## src/rtl/fd_stage_pkg.sv

```systemverilog
// Shared MIPS definitions: opcode/funct encodings, reset PC and the
// control-flow classification used by the decode-stage next-PC logic.
package fd_stage_pkg;

  localparam logic [5:0] OP_SPECIAL = 6'h00;
  localparam logic [5:0] OP_J       = 6'h02;
  localparam logic [5:0] OP_JAL     = 6'h03;
  localparam logic [5:0] OP_BEQ     = 6'h04;
  localparam logic [5:0] OP_BNE     = 6'h05;
  localparam logic [5:0] FUNCT_JR   = 6'h08;

  localparam logic [31:0] DEFAULT_RESET_PC = 32'h0000_3000;

  typedef enum logic [1:0] {
    NPC_SEQ    = 2'd0,
    NPC_BRANCH = 2'd1,
    NPC_JUMP   = 2'd2,
    NPC_REG    = 2'd3
  } npc_sel_e;

  // Pick the next-PC source for a decode instruction; eq is rs==rt.
  function automatic npc_sel_e classify(input logic [31:0] instr, input logic eq);
    npc_sel_e sel;
    sel = NPC_SEQ;
    case (instr[31:26])
      OP_BEQ:     sel = eq ? NPC_BRANCH : NPC_SEQ;
      OP_BNE:     sel = eq ? NPC_SEQ : NPC_BRANCH;
      OP_J,
      OP_JAL:     sel = NPC_JUMP;
      OP_SPECIAL: sel = (instr[5:0] == FUNCT_JR) ? NPC_REG : NPC_SEQ;
      default:    sel = NPC_SEQ;
    endcase
    return sel;
  endfunction

endpackage

```

## src/rtl/fd_stage_d_npc.sv

```systemverilog
// Purely combinational next-PC selection for the instruction in decode.
// Non-taken branches fall through to f_PC+4 so the delay slot in fetch
// is always kept.
module d_npc
  import fd_stage_pkg::*;
(
  input  logic [31:0] d_PC,
  input  logic [31:0] d_Instr,
  input  logic [31:0] f_PC,
  input  logic [31:0] d_rs_data,
  input  logic [31:0] d_rt_data,
  output logic [31:0] npc
);

  logic [31:0] br_off;
  npc_sel_e    sel;

  assign br_off = {{14{d_Instr[15]}}, d_Instr[15:0], 2'b00};
  assign sel    = classify(d_Instr, d_rs_data == d_rt_data);

  // Select the next PC; all additions wrap modulo 2^32.
  always_comb begin
    npc = f_PC + 32'd4;
    case (sel)
      NPC_BRANCH: npc = d_PC + 32'd4 + br_off;
      NPC_JUMP:   npc = {d_PC[31:28], d_Instr[25:0], 2'b00};
      NPC_REG:    npc = d_rs_data;
      default:    npc = f_PC + 32'd4;
    endcase
  end

endmodule

```

## src/rtl/fd_stage.sv

```systemverilog
// Fetch/decode pipeline register plus glue: holds on stall, resets to a
// nop at RESET_PC, and exposes next-PC, fetch enable and jal link value.
module fd_stage
  import fd_stage_pkg::*;
#(
  parameter logic [31:0] RESET_PC = DEFAULT_RESET_PC
) (
  input  logic        clk,
  input  logic        reset,
  input  logic [31:0] f_PC,
  input  logic [31:0] f_Instr,
  input  logic        stall,
  input  logic [31:0] d_rs_data,
  input  logic [31:0] d_rt_data,
  output logic [31:0] d_PC,
  output logic [31:0] d_Instr,
  output logic [31:0] d_NPC,
  output logic        PC_en,
  output logic [31:0] d_link
);

  logic [31:0] pc_reg;
  logic [31:0] instr_reg;

  // F/D register: async clear to a nop at RESET_PC, capture when not stalled.
  always_ff @(posedge clk or negedge reset) begin
    if (!reset) begin
      pc_reg    <= RESET_PC;
      instr_reg <= 32'h0;
    end else if (!stall) begin
      pc_reg    <= f_PC;
      instr_reg <= f_Instr;
    end
  end

  assign d_PC    = pc_reg;
  assign d_Instr = instr_reg;
  assign PC_en   = ~stall;
  assign d_link  = pc_reg + 32'd8;

  d_npc u_npc (
    .d_PC      (pc_reg),
    .d_Instr   (instr_reg),
    .f_PC      (f_PC),
    .d_rs_data (d_rs_data),
    .d_rt_data (d_rt_data),
    .npc       (d_NPC)
  );

endmodule

```

## config.mk

```make
export PLATFORM = sky130hd
export DESIGN_NAME = fd_stage
export DESIGN_NICKNAME = d
export VERILOG_FILES = /design/src/rtl/fd_stage_pkg.sv /design/src/rtl/fd_stage_d_npc.sv /design/src/rtl/fd_stage.sv
export SDC_FILE = /design/constraint.sdc
export NUM_CORES = 1
export LEC_CHECK = 0
export BUFFER_PORTS_ARGS = -buffer_cell sky130_fd_sc_hd__buf_2
export CORE_MARGIN = 5
export CORE_UTILIZATION = 40
export DETAILED_ROUTE_END_ITERATION = 10
export PLACE_DENSITY = 0.77
export SYNTH_ARGS = -nofsm -noshare
export SYNTH_HDL_FRONTEND = slang
export SYNTH_SLANG_ARGS = --single-unit
```

## constraint.sdc

```tcl
create_clock -name clk -period 3.8 [get_ports clk]
set_clock_uncertainty 0.1 [all_clocks]
set_input_delay 0.76 -clock clk [delete_from_list [all_inputs] [get_ports clk]]
set_output_delay 0.76 -clock clk [all_outputs]
set_load 0.05 [all_outputs]
```

==> results of run 1 <==
==> report_power, final <==
| group | switching (µW) | leakage, µW | internal (µW) |
|---|---|---|---|
| Clock | 356 | 0.000163 | 596 |
| Combinational | 1600 | 0.00439 | 1190 |
| Sequential | 70.8 | 0.000717 | 759 |
| Total | 2030 | 0.00527 | 2540 |
==> sequential cells by signal, indices dropped and copies added (netlist names) <==
signal / flops
d_Instr: 32
d_PC: 32
==> cells by family after synthesis <==
| kind of cell | share of synthesized area (%) |
|---|---|
| simple gates | 17.5 |
| compound gates | 16.8 |
| xor+xnor | 14.8 |
| flops | 25.1 |
| mux | 10.9 |
| fa+ha+maj | 11.9 |
| buf+inv | 2.88 |
==> path summary, 6_finish.rpt <==
path	from	endpoint	slack, ns	cells past startpoint
max	d_rs_data[0]	d_NPC[22]	-0.30	13
min	d_Instr[20]	d_Instr[20]	0.44	1
max reg2reg	d_Instr[15]	d_Instr[15]	2.51	3
min reg2reg	d_Instr[20]	d_Instr[20]	0.44	1
max in group asynchronous	reset	d_Instr[28]	2.21	2
min in group asynchronous	reset	d_PC[23]	0.50	1
==> layout by cell type, fill, tap and decap left out, types with 17 or more instances in the layout <==
cell     count
dfrtp_1     32
dfrtp_2     29
a22oi_2     20
mux2_2      61
nand4_1     22
o21ai_2     17
xnor2_1     40
buf_2      213
xor2_1      50
nand2_1     42
nand3_1     27
ha_1        26
buf_4      169
buf_6       54
nor2_1      32
ha_4        28
==> per-layer routing <==
layer,vias up,global-route usage [%]
met5,-,0
met4,0,13.5
met3,77,6.33
met2,388,52.5
met1,3819,36.7
li1,3537,-
==> metrics by stage <==
| step | total power (µW) | setup TNS (ns) | util (%) | hold slack, ns |
|---|---|---|---|---|
| 6_report | 4570 | -4.94 | 74.4 | 0.437 |
| 5_1_grt | 4760 | -8.18 | 74.4 | 0.467 |
| 4_1_cts | 4300 | -5.46 | 70.7 | 0.434 |
| 3_5_place_dp | 3050 | -10.94 | 60.5 | 0.421 |
| 3_3_place_gp | 3030 | -11.25 | 60.5 | 0.416 |
| 2_1_floorplan | 2250 | -0.298 | - | 0.364 |
==> what timing repair did <==
item	in CTS	in global routing
endpoints found under the setup margin	32	40
hold buffers	0	0
pin swaps	65	61
gates resized for setup	233	99
buffers inserted	29	19
cloned	2	0
==> area by class of cell <==
type / instances / area, µm²
clock buffer: 10 / 239
clock inverter: 6 / 91.3
fill: 1067 / 4040
inverter: 15 / 63.8
multi-input combinational: 605 / 6040
sequential: 64 / 1650
tap: 216 / 270
timing repair buffer: 461 / 3370
==> flow_summary.ini, run 1 <==
[status]
status = finished with violations
violations = setup timing

[synthesis]
syn_avg_cell_area_um2 = 8.93
syn_nets = 905
yosys_warnings = 0
synthTopCellsByArea = dfrtp_1, ha_1, mux2_2, xor2_1, xnor2_1
ys_seq_area_share_pct = 25.1
async_reset_ff_share_pct = 100
ys_seq_elements = 64
synth_commonest_cells = dfrtp_1, mux2_2, xor2_1
yosysUniqueCellTypes = 61
synthCells = 714
synthFlopType = dfrtp_1
synth_top_area_share_pct = 24.3
synth-edff-count = 0
synth_top_area_cell = dfrtp_1
synth_area_um2 = 6380

[sta]
period_share_pct = 108
fin_ws_ns = -0.302
grt_setup_unrepaired = yes
tightest_slew_ns = 1.05
min_period_ns = 4.10
hold_viol_final = 0
fmax_ghz = 0.244
slew-limit-headroom_pct = 30.1
setup_viol = 31
drv_slew = 0

[final_layout]
final_nets = 1347
area_delta_synth_final_pct = 83.9
post-route-cell-area_um2 = 11700
antennaDiodeCount = 0
drive_gt1_share_pct = 64.9
stdcell_count = 1377

[worst_setup_path]
crit_chain = buf_6 -> xor2_2 -> nor4_2 -> nand4_1 -> or4_4 -> a21oi_4 -> buf_6 -> buf_6 -> nor2_4 -> buf_6 -> buf_6 -> a221o_1 -> buf_6
path_delay_family = simple AND/OR/NAND/NOR gates
cp.required_ns = 2.94
path_max_fanout = 3
cp-start-kind = input port
path_common_cell = buf_6
max_stage_delay_ns = 0.46
cp-end-kind = output pin
crit_type = input port to output pin
cp.arrival_ns = 3.24
path_buf_inv = 6
crit_slowest_cell = or4_4

[placed_design]
dp.cells = 1322
gp_congestion = 0.959
place_ws_ns = -0.495
place_area_um2 = 9550
port_buffers = 259
dp_hpwl_um = 22000

[cts]
cts_buffer_depth = 2
cts-root-buf = clkbuf_16
cts_tree = yes
cts_sinks = 64
worstSkewPairLatency_ns = 0.35
cts_inserted_buffers = 9
clk_pin_slew_worst_paths_ns = 0.06
cts-htree-levels = 3

[grt]
first_global_vias = 7978
overflow = 0
antenna_found_initial = 0
grt_use_total_pct = 30.5
grt_max_degree = 45
grt_pass1_wl_um = 43500

[route]
wl_per_cell_um = 21.8
met2RoutedLength_um = 15000
dr.first_iter.drc_count = 483
drcViolationCount = 0
dr.pass1.iters = 5
wl_met1_um = 11600
ant_nets = 0
wirelength_um = 30000
highest-signal-layer = met4
vias = 7821
met3WireLength_um = 2250
viasPerCell = 5.68

[pwr]
power_leakage_uw = 0.00527
irDropWorstVdd_uv = 287
p_per_area_nw_per_um2 = 390

[floorplan]
num_rows = 46
io_pins = 260
die_area_um2 = 18600
initial_core_util_pct = 40.4
die_w_um = 136
coreArea_um2 = 15800
chipHeight_um = 136

[flow_run]
cap_violations = 0

[worst_hold_path]
hold_path.class = register to register
Note: power is estimated with default switching activity, not from simulation.
==> run 2: changes to the inputs <==
CTS_BUF_LIST = sky130_fd_sc_hd__clkbuf_8   (was default)
SLEW_MARGIN = 0   (was default)
==> run 2 against run 1 <==
The run still ends with setup timing left. Hold slack better by 0.0027 ns. Non-clock buffer count is 5 lower. Sequential share of layout area is 0.33 points higher. Maximum frequency is 0.90% lower. Highest routed layer unchanged.
==> flow_summary.ini, run 2 (synthesis results as in run 1) <==
[status]
status = finished with violations
violations = setup timing

[route]
dr.first_iter.drc_count = 501
wl_per_cell_um = 22.0
vias = 7729
drcViolationCount = 0
viasPerCell = 5.63
ant_nets = 0
wirelength_um = 30200
dr.pass1.iters = 5

[pwr]
irDropWorstVdd_uv = 284
p_per_area_nw_per_um2 = 377
power_leakage_uw = 0.00517

[grt]
grtUsageMet1_pct = 37.0
grt-busiest-layer = met2
first_global_vias = 7809
grt_use_total_pct = 30.1
antenna_found_initial = 0
grtUsageMet3_pct = 6.37
grt_max_degree = 45
overflow = 0
grt_use_met2_pct = 51.9
grt_pass1_wl_um = 42700

[placed_design]
place_ws_ns = -0.495
place_area_um2 = 9550
dp.cells = 1322
port_buffers = 259
gp_congestion = 0.959
dp_hpwl_um = 22000

[sta]
min_period_ns = 4.14
fmax_ghz = 0.242
slew-limit-headroom_pct = 29.0
period_share_pct = 109
hold_viol_final = 0
grt_setup_unrepaired = yes
tns_ns = -5.64
fin_ws_ns = -0.339
drv_slew = 0
tightest_slew_ns = 1.07
setup_viol = 32

[floorplan]
chipHeight_um = 136
num_rows = 46
die_area_um2 = 18600
die_w_um = 136
initial_core_util_pct = 40.4
coreArea_um2 = 15800
io_pins = 260

[worst_setup_path]
cp-end-kind = output pin
path_max_fanout = 5
cp.required_ns = 2.94
cp.arrival_ns = 3.28
cp-start-kind = register
crit_type = register to output pin

[cts]
cts_buffer_depth = 2
worstSkewPairLatency_ns = 0.39
clk_pin_slew_worst_paths_ns = 0.09
cts_sinks = 64
cts_inserted_buffers = 9
cts-htree-levels = 3
holdBufCountCts = 0
cts_tree = yes
cts-root-buf = clkbuf_8

[final_layout]
mostFrequentLayoutCell = buf_2
post-route-util_pct = 72.7
multiInputGateArea_um2 = 5960
antennaDiodeCount = 0
stdcell_count = 1372
drive_gt1_share_pct = 64.7
fillers = 1138
post-route-cell-area_um2 = 11500
final_nets = 1342
final_cell_mix = buf_2, buf_4, mux2_2, xor2_1, buf_6
area_delta_synth_final_pct = 79.7
seq_area_um2 = 1650

[flow_run]
cap_violations = 0

[worst_hold_path]
hold_path.class = register to register
-- run 2: changes by cell type in the layout (fill, tap and decap cells not counted), sizes merged --
cell    change
buf         -8
clkbuf      +3
-- run 2: power by group --
group	internal, µW	switching [µW]
registers	757	70.9
clock network	391	336
logic	1170	1600
-- run 2: final cells by class --
type                       count  area share (%)
inverter                      15           0.557
sequential                    64            14.4
timing repair buffer         456            28.7
tap                          216            2.36
multi-input combinational    605            52.0
clock buffer                  10            1.20
clock inverter                 6           0.797
-- run 2: worst paths after layout --
check                                  from           to  slack, ns  depth (start not counted)
worst max-delay path            d_Instr[15]    d_NPC[31]      -0.34                         13
worst min-delay path            d_Instr[20]  d_Instr[20]       0.44                          1
worst max register to register  d_Instr[15]  d_Instr[15]       2.52                          3
worst min register to register  d_Instr[20]  d_Instr[20]       0.44                          1
max in group asynchronous             reset  d_Instr[28]       2.24                          2
min in group asynchronous             reset     d_PC[23]       0.47                          1
-- run 2: routing by layer --
layer	share of wire (%)	vias up
li1	-	3528
met1	38	3745
met2	50	381
met3	8.0	75
met4	3.9	0
met5	0	-
-- run 2: timing repair --
action	in CTS	in global routing
pin swaps	42	49
hold endpoints to repair	0	0
cloned	2	0
resized for setup	194	114
endpoints found under the setup margin	32	40
buffers inserted	21	17
-- run 2: worst max-delay path, stage by stage (launching register included) --
cell,delay [ns]
dfrtp_4,0.51
buf_4,0.16
ha_1,0.31
ha_4,0.27
a21oi_4,0.20
o21ai_4,0.11
buf_4,0.14
a21oi_1,0.11
nor2_1,0.08
and3_4,0.17
a2111oi_4,0.20
mux2_4,0.33
nand4b_1,0.13
buf_6,0.18
-- run 2: per-stage QoR --
stage,power (µW),hold WS [ns]
floorplan,2250,0.364
global route,4520,0.464
finish,4330,0.440
detailed placement,3050,0.421
CTS,4030,0.440
global placement,3030,0.416
